==> src/rtl/cache_arbiter.sv <==
// Shares one physical-memory port between the I-cache and D-cache miss paths.
// Alternates grants on contention so neither cache waits more than one transaction.
module cache_arbiter #(
  parameter int ADDR_WIDTH = 16,
  parameter int LINE_WIDTH = 128
) (
  input  logic                  clk,
  input  logic                  reset,
  input  logic                  i_read,
  input  logic [ADDR_WIDTH-1:0] i_address,
  output logic [LINE_WIDTH-1:0] i_rdata,
  output logic                  i_resp,
  input  logic                  d_read,
  input  logic                  d_write,
  input  logic [ADDR_WIDTH-1:0] d_address,
  input  logic [LINE_WIDTH-1:0] d_wdata,
  output logic [LINE_WIDTH-1:0] d_rdata,
  output logic                  d_resp,
  output logic                  pmem_read,
  output logic                  pmem_write,
  output logic [ADDR_WIDTH-1:0] pmem_address,
  output logic [LINE_WIDTH-1:0] pmem_wdata,
  input  logic [LINE_WIDTH-1:0] pmem_rdata,
  input  logic                  pmem_resp
);

  // state   | meaning
  // IDLE    | no owner; arbitrate, pmem outputs held at 0
  // SERVE_I | I-cache owns pmem until pmem_resp or abort
  // SERVE_D | D-cache owns pmem until pmem_resp or abort
  typedef enum logic [1:0] {IDLE, SERVE_I, SERVE_D} state_t;

  state_t state, state_next;
  logic   last_grant, last_grant_next;   // 0 = I, 1 = D
  logic   i_req, d_req;

  assign i_req   = i_read;
  assign d_req   = d_read | d_write;
  assign i_rdata = pmem_rdata;
  assign d_rdata = pmem_rdata;

  always_ff @(posedge clk or negedge reset) begin
    if (!reset) begin
      state      <= IDLE;
      last_grant <= 1'b0;
    end else begin
      state      <= state_next;
      last_grant <= last_grant_next;
    end
  end

  always_comb begin
    state_next      = state;
    last_grant_next = last_grant;
    pmem_read       = 1'b0;
    pmem_write      = 1'b0;
    pmem_address    = '0;
    pmem_wdata      = '0;
    i_resp          = 1'b0;
    d_resp          = 1'b0;
    unique case (state)
      IDLE: begin
        // a tie goes to whoever did not win last time
        if (d_req && (!i_req || !last_grant)) begin
          state_next      = SERVE_D;
          last_grant_next = 1'b1;
        end else if (i_req) begin
          state_next      = SERVE_I;
          last_grant_next = 1'b0;
        end
      end
      SERVE_I: begin
        pmem_read    = i_read;
        pmem_address = i_address;
        i_resp       = pmem_resp;
        if (pmem_resp || !i_req) state_next = IDLE;
      end
      SERVE_D: begin
        pmem_write   = d_write;
        pmem_read    = d_read & ~d_write;
        pmem_address = d_address;
        pmem_wdata   = d_wdata;
        d_resp       = pmem_resp;
        if (pmem_resp || !d_req) state_next = IDLE;
      end
      default: state_next = IDLE;
    endcase
  end

endmodule

==> config.mk <==
export PLATFORM = sky130hd
export DESIGN_NAME = cache_arbiter
export DESIGN_NICKNAME = d
export VERILOG_FILES = /design/src/rtl/cache_arbiter.sv
export SDC_FILE = /design/constraint.sdc
export NUM_CORES = 1
export LEC_CHECK = 0
export CAP_MARGIN = 10
export CORE_AREA = 4 4 273 275
export CTS_CLUSTER_SIZE = 14
export DETAILED_ROUTE_END_ITERATION = 8
export DIE_AREA = 0 0 277 279
export PLACE_DENSITY_LB_ADDON = 0.1
export SYNTH_ARGS = -nofsm -noshare
export SYNTH_HDL_FRONTEND = slang
export SYNTH_SLANG_ARGS = --single-unit
==> constraint.sdc <==
create_clock -name clk -period 1.9 [get_ports clk]
set_input_delay 0.57 -clock clk [delete_from_list [all_inputs] [get_ports clk]]
set_output_delay 0.57 -clock clk [all_outputs]
set_load 0.005 [all_outputs]
-- Yosys cells after proc, flatten, opt, wreduce, memory -nomap -nowiden
Index checks and enable logic that the tools add are counted.
- multiplexer cells: 13
- bitwise logic cells: 3
- equal/unequal tests: 5
- reduce and logical (&&, ||, !) cells: 11
- operator list (kind ; count):
    $mux W128 ; 1
    $pmux W16 S2 ; 1
    $mux W2 ; 4
    $pmux W2 S3 ; 1
    $mux W1 ; 5
    $ne A2 B2 Y1 const B ; 2
    $logic_not A1 Y1 ; 3
    $logic_or A1 B1 Y1 ; 3
    $ne A3 B3 Y1 const B ; 1
    $reduce_and A3 Y1 ; 1
    $eq A2 B1 Y1 const B ; 1
    $eq A2 B2 Y1 const B ; 1
    $logic_not A2 Y1 ; 1
    $pmux W1 S2 ; 1
    $reduce_and A2 Y1 ; 1
    $reduce_bool A2 Y1 ; 1
    $and A1 B1 Y1 ; 1
    $logic_and A1 B1 Y1 ; 1
    $not A1 Y1 ; 1
    $or A1 B1 Y1 ; 1
- output and inout bits: 404
- bits in registers: 3

-- Depth between registers and ports, before layout
Gate-level depths: netlist (run 1).
- depth after elaboration: 5
- gate-level depth with buffers: 6

-- Worst setup path after synthesis (run 1)
Ideal clock, no wire load.
- kind: register to output
- from: register state[0]
- to: output pmem_wdata[100]
- slack: 0.154 ns
- stages on the path, launching flop included: 6
- arrival: 1.176 ns
- buffers on the path: 2
- cell sequence: dfrtp_1 -> inv_1 -> ha_1 -> buf_2 -> clkbuf_1 -> and2_1
- longest elaborated chain between the ends: 2
- RTL lines (element ; RTL line ; source):
    start, declared ; 33 ; state_t state, state_next;
    start signal, assigned ; 47 ; state <= state_next;
    $eq A2 B2 Y1 ; 61 ; unique case (state)
    $mux W128 ; 61 ;
    end, declared ; 22 ; output logic [LINE_WIDTH-1:0] pmem_wdata,
Every way passes these cells.

-- Worst setup path in the final report (run 1)
- from: register state[1]
- to: output pmem_wdata[92]
Same word-level chain as after synthesis.

==> impl_table.tex, run 1 <==
\begin{tabular}{lr}
\hline
Metric & Value \\
\hline
\multicolumn{2}{l}{\textbf{STA}} \\
Worst setup margin & -0.4335 ns \\
Slew at the pin with the worst max-slew slack & about 0.23 ns \\
Headroom to the max-slew limit & 0.8471 \\
Final Hold Vio Count & 0 \\
Final setup violation count & 150 \\
Total negative slack & -41.01 ns \\
Max-slew violations & 0 \\
Max frequency & 428.5 MHz \\
Share of the clock period used by the worst path after layout & 1.228 \\
Min cycle time layout & roughly 2.3 ns \\
Worst clock skew & approximately 0.0021 ns \\
RSZ-0062 raised after global routing & true \\
\multicolumn{2}{l}{\textbf{Placement}} \\
Placed Cells & 1486 \\
Placer congestion estimate & 0.6546 \\
Placed wire-length estimate after detailed placement & around 15 mm \\
PortBufs & between 300 and 400 \\
\multicolumn{2}{l}{\textbf{GRT}} \\
Remaining global-route overflow & 0 \\
Pin count of the biggest net entering global routing & 27 \\
Global-route wire length before repair & 25.43 mm \\
GRT Util Overall & 0.04490 \\
Vias in the first global route & between 3000 and 4000 \\
Number of antenna violations at the first check in global routing & 5 \\
\multicolumn{2}{l}{\textbf{Logic synthesis}} \\
Cell type with the highest aggregate area in the netlist & sky130\_fd\_sc\_hd\_\_buf\_4 \\
Post-synth top area share & 0.5865 \\
Netlist cell types & 23 \\
Most instantiated cells after synthesis & sky130\_fd\_sc\_hd\_\_buf\_4 (257), sky130\_fd\_sc\_hd\_\_and2\_1 (132), sky130\_fd\_sc\_hd\_\_a22oi\_1 (16), sky130\_fd\_sc\_hd\_\_nor2b\_1 (16), sky130\_fd\_sc\_hd\_\_clkbuf\_2 (10) \\
Seq/Total Area, Yosys & 0.02282 \\
Top area cells in the synthesized netlist & sky130\_fd\_sc\_hd\_\_buf\_4 (59\%), sky130\_fd\_sc\_hd\_\_and2\_1 (25\%), sky130\_fd\_sc\_hd\_\_a22oi\_1 (3.7\%) \\
Number of flops mapped to enable cells by yosys & 0 \\
Nets in the synthesized netlist & between 700 and 800 \\
\#FFs+latches synth & 3 \\
Synthesized area divided by synthesized cell count & between 7 and 8 sq um \\
Primary FF master, synth & sky130\_fd\_sc\_hd\_\_dfrtp\_1 \\
Most numerous cell in the Yosys netlist & sky130\_fd\_sc\_hd\_\_buf\_4 \\
Netlist area before placement & 0.003289 sq mm \\
Warnings, synthesis & 0 \\
Cells after Synth & roughly 470 \\
Async set-or-reset flop fraction in the synthesized netlist & 1.000 \\
\multicolumn{2}{l}{\textbf{Setup path}} \\
Highest net fanout along the worst path & 7 \\
Standard cell with the maximum stage delay on the critical path & sky130\_fd\_sc\_hd\_\_dfrtp\_2 \\
CP cell instances & ha\_4 -> buf\_12 -> buf\_12 -> buf\_12 -> buf\_16 -> buf\_6 -> and2\_4 -> buf\_6 \\
Data required time at the worst endpoint & 1.33 ns \\
Crit path capture type & primary output \\
Critical path launch point type & register \\
Delay contributed by the slowest stage of the critical path & between 0.4 and 0.5 ns \\
Critical path class & reg -> out \\
CP dominant cell by count & sky130\_fd\_sc\_hd\_\_buf\_12 \\
CP arrival & roughly 1.8 ns \\
\multicolumn{2}{l}{\textbf{Clock network}} \\
H-tree depth & 1 \\
Library cell used as clock root buffer & sky130\_fd\_sc\_hd\_\_clkbuf\_16 \\
Sinks on Clock Net & 3 \\
Number of buffers inserted during clock tree synthesis & 3 \\
Clock tree from TritonCTS & done \\
Clock transition at the register clock pins on the worst setup and hold paths after CTS & 0.03 ns \\
Clock latency on the worst-skew pair & roughly 0.22 ns \\
Maximum number of buffers from clock root to sink & 2 \\
\multicolumn{2}{l}{\textbf{Status}} \\
Status & complete, but fails checks \\
Violated checks & setup timing \\
\multicolumn{2}{l}{\textbf{Job}} \\
MaxCap Viol Count & 0 \\
\multicolumn{2}{l}{\textbf{Die}} \\
Starting density of the core & 0.04547 \\
Placeable Area & 0.07234 sq mm \\
DIE HEIGHT & between 200 and 300 um \\
Full die area & $\sim$0.077 sq mm \\
Die width & about 280 um \\
Std-Cell Rows & 99 \\
Boundary Pins & 698 \\
\multicolumn{2}{l}{\textbf{Detailed routing}} \\
Violation count after the first detailed-routing iteration & 20 \\
Wire length per cell & 13.36 um \\
Total via count in the routed design & $\sim$3200 \\
Number of antenna-violating nets in the routed design & 0 \\
Final routed wirelength across all metal layers & 20.91 mm \\
First drt pass iteration count & 4 \\
DRC & 0 \\
Via density per instance & between 2 and 2.5 \\
\multicolumn{2}{l}{\textbf{Power and ir drop}} \\
Sequential fraction of design power & 0.016 \\
Internal power component & 5179 uW \\
Leakage power & between 0.002 and 0.003 uW \\
Clock power share & 0.042 \\
P\_sw & between 2000 and 3000 uW \\
Power density over the cells & between 1000 and 1500 mW/mm\^{}2 \\
Peak supply drop & between 300 and 400 uV \\
Relative contribution of combinational cells to total power & 0.942 \\
Fraction of power spent switching nets & 0.3466 \\
\multicolumn{2}{l}{\textbf{Cells and area}} \\
Fraction of final layout cells with drive strength greater than 1 & 0.5603 \\
Total number of nets in the final design & 903 \\
\# fillers & 8471 \\
Area used by sequential logic in the layout & approximately 76 sq um \\
Signed area change from the synthesized netlist to the final layout & 113.2\% \\
Footprint of the multi-input gates & around 0.0015 sq mm \\
Non-Filler Instances & 1565 \\
\multicolumn{2}{l}{\textbf{Hold path}} \\
Kind of path behind the tightest hold check & reg -> reg \\
\hline
\end{tabular}
cell type report:
type / instances / share of cell area
diodes: 1 / 0.0003569
clock buffers: 4 / 0.01124
inverters: 2 / 0.001071
multi-input cells: 186 / 0.2132
flip-flops and latches: 3 / 0.01089
well taps: 959 / 0.1711
repair buffers: 410 / 0.5921
power groups by stage:
stage,sequential [uW],combinational [uW],clock [uW]
after global placement,129,4910,0
final,128,7470,330
after global routing,133,8170,343
after CTS,128,5530,337
after floorplan,113,1940,0
after detailed placement,124,4800,0
through the flow:
step	utilization	instance area, sq um	hold WS, ns	setup slack [ns]	total power, uW
2_1_floorplan	-	3289	0.2744	0.1537	2052
3_3_place_gp	0.08140	5888	0.5350	-0.5736	5034
3_5_place_dp	0.08140	5888	0.5259	-0.5716	4924
4_1_cts	0.08550	6185	0.5333	-0.5965	5999
5_1_grt	0.09689	7009	0.5579	-0.4822	8643
6_report	0.09693	7012	0.5297	-0.4335	7927
state kept, by name, indices dropped and copies added (netlist names):
register / count
last_grant: 1
state: 2
cell families (layout without fill, tap and decap cells):
kind of cell	Yosys count	in the layout	synth area share
other	0	1	0
and+or+nand+nor	156	156	0.2925
AOI/OAI and AO/OA	27	27	0.05858
adders and majority gates	3	3	0.01141
buffers and inverters	277	416	0.6147
DFF	3	3	0.02282
final timing paths:
kind	end	cells past startpoint	slack, ns	start
worst min register to register	last_grant	1	0.53	last_grant
max in group asynchronous	state[1]	1	1.18	reset
worst max register to register	state[0]	10	-0.09	state[1]
min in group asynchronous	state[0]	1	0.55	reset
worst max-delay path	pmem_wdata[92]	8	-0.43	state[1]
worst min-delay path	last_grant	1	0.53	last_grant
layer usage:
metal,up-vias,global-route usage,wire (um)
li1,1461,-,-
met5,-,0.01648,208
met1,1351,0.05069,8417
met2,389,0.06370,8727
met3,38,0.03754,3235
met4,8,0.008883,316
what timing repair did:
action	4_1_cts	5_1_grt
buffers inserted	11	55
hold buffers	0	0
pin swaps	1	60
gates resized for setup	228	445
cloned	4	10
setup endpoints to repair	148	148
hold endpoints to repair	0	0
worst max-delay path, delay by kind of cell, from the launching register on:
kind,cells,cell delay (ns)
adder cells (fa/ha/maj),1,0.20
buffers and inverters,6,0.76
flip-flops,1,0.42
AND/OR/NAND/NOR,1,0.15
layout by cell type, fill, tap and decap left out, types with 3 or more instances in the layout:
master                              n
sky130_fd_sc_hd__a22oi_1            3
sky130_fd_sc_hd__a22oi_2           13
sky130_fd_sc_hd__and2_1            60
sky130_fd_sc_hd__and2_4            71
sky130_fd_sc_hd__buf_12            15
sky130_fd_sc_hd__buf_16             3
sky130_fd_sc_hd__buf_2             25
sky130_fd_sc_hd__buf_4             38
sky130_fd_sc_hd__buf_6             94
sky130_fd_sc_hd__buf_8             11
sky130_fd_sc_hd__clkbuf_16         10
sky130_fd_sc_hd__clkbuf_2          45
sky130_fd_sc_hd__clkdlybuf4s50_1  164
sky130_fd_sc_hd__dlymetal6s2s_1     4
sky130_fd_sc_hd__ha_4               3
sky130_fd_sc_hd__nand2_1            4
sky130_fd_sc_hd__nor2b_1           13
Note: power is estimated with default switching activity, not from simulation.
==> run 2, diff against run 1 <==
--- a/config.mk
+++ b/config.mk
@@ -11,6 +11,7 @@
 export DETAILED_ROUTE_END_ITERATION = 8
 export DIE_AREA = 0 0 277 279
 export PLACE_DENSITY_LB_ADDON = 0.1
+export SLEW_MARGIN = 20
 export SYNTH_ARGS = -nofsm -noshare
 export SYNTH_HDL_FRONTEND = slang
 export SYNTH_SLANG_ARGS = --single-unit
==> results of run 2 <==
Same layout as run 1: the final DEF is identical, and so are final timing and power.
==> run 3, diff against run 2 <==
--- a/config.mk
+++ b/config.mk
@@ -5,11 +5,12 @@
 export SDC_FILE = /design/constraint.sdc
 export NUM_CORES = 1
 export LEC_CHECK = 0
+export ABC_AREA = 1
 export CAP_MARGIN = 10
-export CORE_AREA = 4 4 273 275
+export CORE_AREA = 4 4 266 268
 export CTS_CLUSTER_SIZE = 14
 export DETAILED_ROUTE_END_ITERATION = 8
-export DIE_AREA = 0 0 277 279
+export DIE_AREA = 0 0 270 272
 export PLACE_DENSITY_LB_ADDON = 0.1
 export SLEW_MARGIN = 20
 export SYNTH_ARGS = -nofsm -noshare
==> impl_table.tex, run 3 <==
\begin{tabular}{lr}
\hline
Metric & Value \\
\hline
\multicolumn{2}{l}{\textbf{Status}} \\
Status & complete, but fails checks \\
Violated checks & setup timing \\
\multicolumn{2}{l}{\textbf{Die}} \\
DIE HEIGHT & 272 um (-2.5\%) \\
Placeable Area & 0.06835 sq mm (-5.5\%) \\
Full die area & 0.07344 sq mm (-5.0\%) \\
Std-Cell Rows & 96 (-3.0\%) \\
Boundary Pins & 698 (unchanged) \\
Starting density of the core & 0.05109 (+0.005623) \\
Die width & 270 um (-2.5\%) \\
\multicolumn{2}{l}{\textbf{Logic synthesis}} \\
Netlist area before placement & 0.003492 sq mm (+6.2\%) \\
Most instantiated cells after synthesis & sky130\_fd\_sc\_hd\_\_buf\_4 (271), sky130\_fd\_sc\_hd\_\_nand2\_1 (173), sky130\_fd\_sc\_hd\_\_inv\_1 (139), sky130\_fd\_sc\_hd\_\_a21oi\_1 (18), sky130\_fd\_sc\_hd\_\_nand3\_1 (8) \\
Main combinational cell family by area after synthesis & buffers and inverters \\
Area fraction in compound gates after synthesis & 0.02795 (-0.03063) \\
Mux share of post-synthesis cell area & 0 (unchanged) \\
Cell type with the highest aggregate area in the netlist & sky130\_fd\_sc\_hd\_\_buf\_4 \\
Warnings, synthesis & 0 (unchanged) \\
Most numerous cell in the Yosys netlist & sky130\_fd\_sc\_hd\_\_buf\_4 \\
\#FFs+latches synth & 3 (unchanged) \\
Adder-cell area share of the yosys netlist & 0.01075 (-0.0006623) \\
Netlist cell types & 13 (-43\%) \\
Nets in the synthesized netlist & 920 (+21\%) \\
Primary FF master, synth & sky130\_fd\_sc\_hd\_\_dfrtp\_1 \\
Post-synth top area share & 0.5826 (-0.003948) \\
Synthesized area divided by synthesized cell count & 5.605 sq um (-21\%) \\
Simple-gate share of the synthesized area & 0.1996 (-0.09294) \\
Seq/Total Area, Yosys & 0.02150 (-0.001325) \\
Async set-or-reset flop fraction in the synthesized netlist & 1.000 (unchanged) \\
Xor/xnor cell area share of the yosys netlist & 0 (unchanged) \\
Number of flops mapped to enable cells by yosys & 0 (unchanged) \\
Cells after Synth & 623 (+34\%) \\
Top area cells in the synthesized netlist & sky130\_fd\_sc\_hd\_\_buf\_4 (58\%), sky130\_fd\_sc\_hd\_\_nand2\_1 (19\%), sky130\_fd\_sc\_hd\_\_inv\_1 (15\%) \\
\multicolumn{2}{l}{\textbf{GRT}} \\
Global-route wire length before repair & 27.12 mm (+6.6\%) \\
Vias in the first global route & 3993 (+21\%) \\
GRT Util Overall & 0.05045 (+0.005550) \\
Pin count of the biggest net entering global routing & 20 (-26\%) \\
Remaining global-route overflow & 0 (unchanged) \\
Number of antenna violations at the first check in global routing & 2 (-3) \\
\multicolumn{2}{l}{\textbf{Detailed routing}} \\
Final routed wirelength across all metal layers & 20.81 mm (-0.46\%) \\
DRC & 0 (unchanged) \\
Number of antenna-violating nets in the routed design & 0 (unchanged) \\
Violation count after the first detailed-routing iteration & 39 (+95\%) \\
Via density per instance & 2.347 (+13\%) \\
Wire length per cell & 12.55 um (-6.0\%) \\
First drt pass iteration count & 4 (unchanged) \\
Total via count in the routed design & 3891 (+20\%) \\
\multicolumn{2}{l}{\textbf{STA}} \\
Hold slack & 0.5378 ns (+0.008121 ns) \\
Headroom to the max-slew limit & 0.8557 (+0.008578) \\
Min cycle time layout & 2.443 ns (+0.1091 ns) \\
Slew at the pin with the worst max-slew slack & 0.2165 ns (-0.01047 ns) \\
Worst setup margin & -0.5425 ns (-0.1091 ns) \\
Share of the clock period used by the worst path after layout & 1.286 (+0.05740) \\
Final Hold Vio Count & 0 (unchanged) \\
RSZ-0062 raised after global routing & true \\
Final setup violation count & 148 (-1.3\%) \\
Max-slew violations & 0 (unchanged) \\
Max frequency & 409.4 MHz (-4.5\%) \\
Worst clock skew & 0.003072 ns (+0.001001 ns) \\
\multicolumn{2}{l}{\textbf{Setup path}} \\
Critical path class & reg -> out \\
Data required time at the worst endpoint & 1.33 ns (about the same) \\
CP arrival & 1.87 ns (+0.11 ns) \\
Crit path capture type & primary output \\
Highest net fanout along the worst path & 6 (-1) \\
Critical path launch point type & register \\
\multicolumn{2}{l}{\textbf{Power and ir drop}} \\
Leakage power & 0.004097 uW (+43\%) \\
Final Power & 7342 uW (-7.4\%) \\
Power density over the cells & 981.0 mW/mm\^{}2 (-13\%) \\
Peak supply drop & 409.9 uV (+4.8\%) \\
\multicolumn{2}{l}{\textbf{Cells and area}} \\
Final antenna diode count & 0 (-1) \\
Total number of nets in the final design & 1074 (+19\%) \\
Fraction of final layout cells with drive strength greater than 1 & 0.5799 (+0.01957) \\
Signed area change from the synthesized netlist to the final layout & 114.3\% \\
Post-layout util & 0.1095 (+0.01258) \\
Number of flip-flops under the largest register name & 2 (unchanged) \\
Most frequent standard cell in the layout excluding fill and tap cells & sky130\_fd\_sc\_hd\_\_clkdlybuf4s50\_1 \\
Commonest non-fill, non-tap cells in the layout & sky130\_fd\_sc\_hd\_\_clkdlybuf4s50\_1 (163), sky130\_fd\_sc\_hd\_\_buf\_6 (102), sky130\_fd\_sc\_hd\_\_inv\_1 (71) \\
Largest regs & state x2, last\_grant x1 \\
Largest Register & state \\
\multicolumn{2}{l}{\textbf{Placement}} \\
PortBufs & 313 (unchanged) \\
Placed wire-length estimate after detailed placement & 16.09 mm (+4.6\%) \\
Placer congestion estimate & 0.6869 (+4.9\%) \\
\multicolumn{2}{l}{\textbf{Clock network}} \\
H-tree depth & 1 (unchanged) \\
Number of buffers inserted during clock tree synthesis & 3 (unchanged) \\
Cts hold-fix bufs & 0 (unchanged) \\
Library cell used as clock root buffer & sky130\_fd\_sc\_hd\_\_clkbuf\_16 \\
Sinks on Clock Net & 3 (unchanged) \\
Clock transition at the register clock pins on the worst setup and hold paths after CTS & 0.03 ns (about the same) \\
Clock latency on the worst-skew pair & 0.23 ns (about the same) \\
Clock tree from TritonCTS & done \\
Maximum number of buffers from clock root to sink & 2 (unchanged) \\
\multicolumn{2}{l}{\textbf{Hold path}} \\
Kind of path behind the tightest hold check & in -> async \\
\multicolumn{2}{l}{\textbf{Job}} \\
MaxCap Viol Count & 0 (unchanged) \\
\hline
\end{tabular}
[run 3: changes by cell type after synthesis, moves of 2 or more]
cell / change
sky130_fd_sc_hd__buf_4: +14
sky130_fd_sc_hd__a22oi_1: -16
sky130_fd_sc_hd__clkbuf_1: -3
sky130_fd_sc_hd__nand2_1: +169
sky130_fd_sc_hd__clkbuf_2: -10
sky130_fd_sc_hd__nand3_1: +7
sky130_fd_sc_hd__o21ai_0: -3
sky130_fd_sc_hd__a21oi_1: +16
sky130_fd_sc_hd__nor2b_1: -16
sky130_fd_sc_hd__buf_2: -2
sky130_fd_sc_hd__inv_1: +137
sky130_fd_sc_hd__and2_1: -132
[run 3: where the power goes]
part	total, uW	switching (uW)	internal [uW]
registers	116	23.0	92.9
logic	6890	2880	4010
clock network	341	63.4	277
[run 3: kinds of logic (layout without fill, tap and decap cells)]
kind of cell,after synthesis,count (layout)
adder cells (fa/ha/maj),3,3
flip-flops,3,3
buffers and inverters,415,568
AO/OA/AOI/OAI,19,19
AND/OR/NAND/NOR,183,183
[run 3: timing repair]
item	in CTS	in global routing
gates cloned	4	4
setup buffers	28	46
gates resized for setup	400	480
setup endpoints to repair	148	148
pin swaps	18	61
[run 3: area by class of cell]
class / count / area, sq um
fillers: 7994 / 60860
repair buffers: 424 / 4257
multi-input cells: 205 / 1438
well taps: 882 / 1104
inverters: 140 / 533.0
clock buffers: 4 / 78.83
flip-flops and latches: 3 / 75.07
[run 3: worst paths after layout]
check	slack [ns]	endpoint	cells past startpoint	start
setup / recovery	-0.54	pmem_address[1]	11	state[1]
hold / removal	0.54	state[1]	1	reset
setup reg to reg	0.18	state[0]	11	state[1]
hold reg to reg	0.56	last_grant	2	last_grant
max in group asynchronous	1.20	state[0]	1	reset
min in group clk	0.56	last_grant	2	last_grant
[run 3: layer usage]
| layer | wire [um] | GRT usage | vias up |
|---|---|---|---|
| met1 | 6691 | 0.04384 | 1607 |
| met2 | 9555 | 0.08218 | 404 |
| met3 | 3768 | 0.04422 | 80 |
| li1 | - | - | 1798 |
| met5 | 13 | 0 | - |
| met4 | 780 | 0.02268 | 2 |
[run 3: through the flow]
stage	area, sq um	std cells	setup TNS, ns	setup slack (ns)
floorplan	3492	623	0	0.1483
global route	7485	1658	-53.44	-0.5984
CTS	6485	1615	-56.32	-0.5568
detailed placement	6065	1579	-57.48	-0.6027
global placement	6065	1579	-60.65	-0.6014
finish	7485	1658	-44.04	-0.5425
[run 3: worst max-delay path, cell delays in order (launching register included)]
cell,delay [ns]
sky130_fd_sc_hd__dfrtp_1,0.39
sky130_fd_sc_hd__buf_6,0.13
sky130_fd_sc_hd__ha_4,0.19
sky130_fd_sc_hd__buf_6,0.13
sky130_fd_sc_hd__buf_12,0.13
sky130_fd_sc_hd__buf_12,0.12
sky130_fd_sc_hd__buf_12,0.12
sky130_fd_sc_hd__buf_6,0.11
sky130_fd_sc_hd__buf_6,0.10
sky130_fd_sc_hd__nand2_2,0.05
sky130_fd_sc_hd__a21oi_2,0.05
sky130_fd_sc_hd__buf_2,0.12
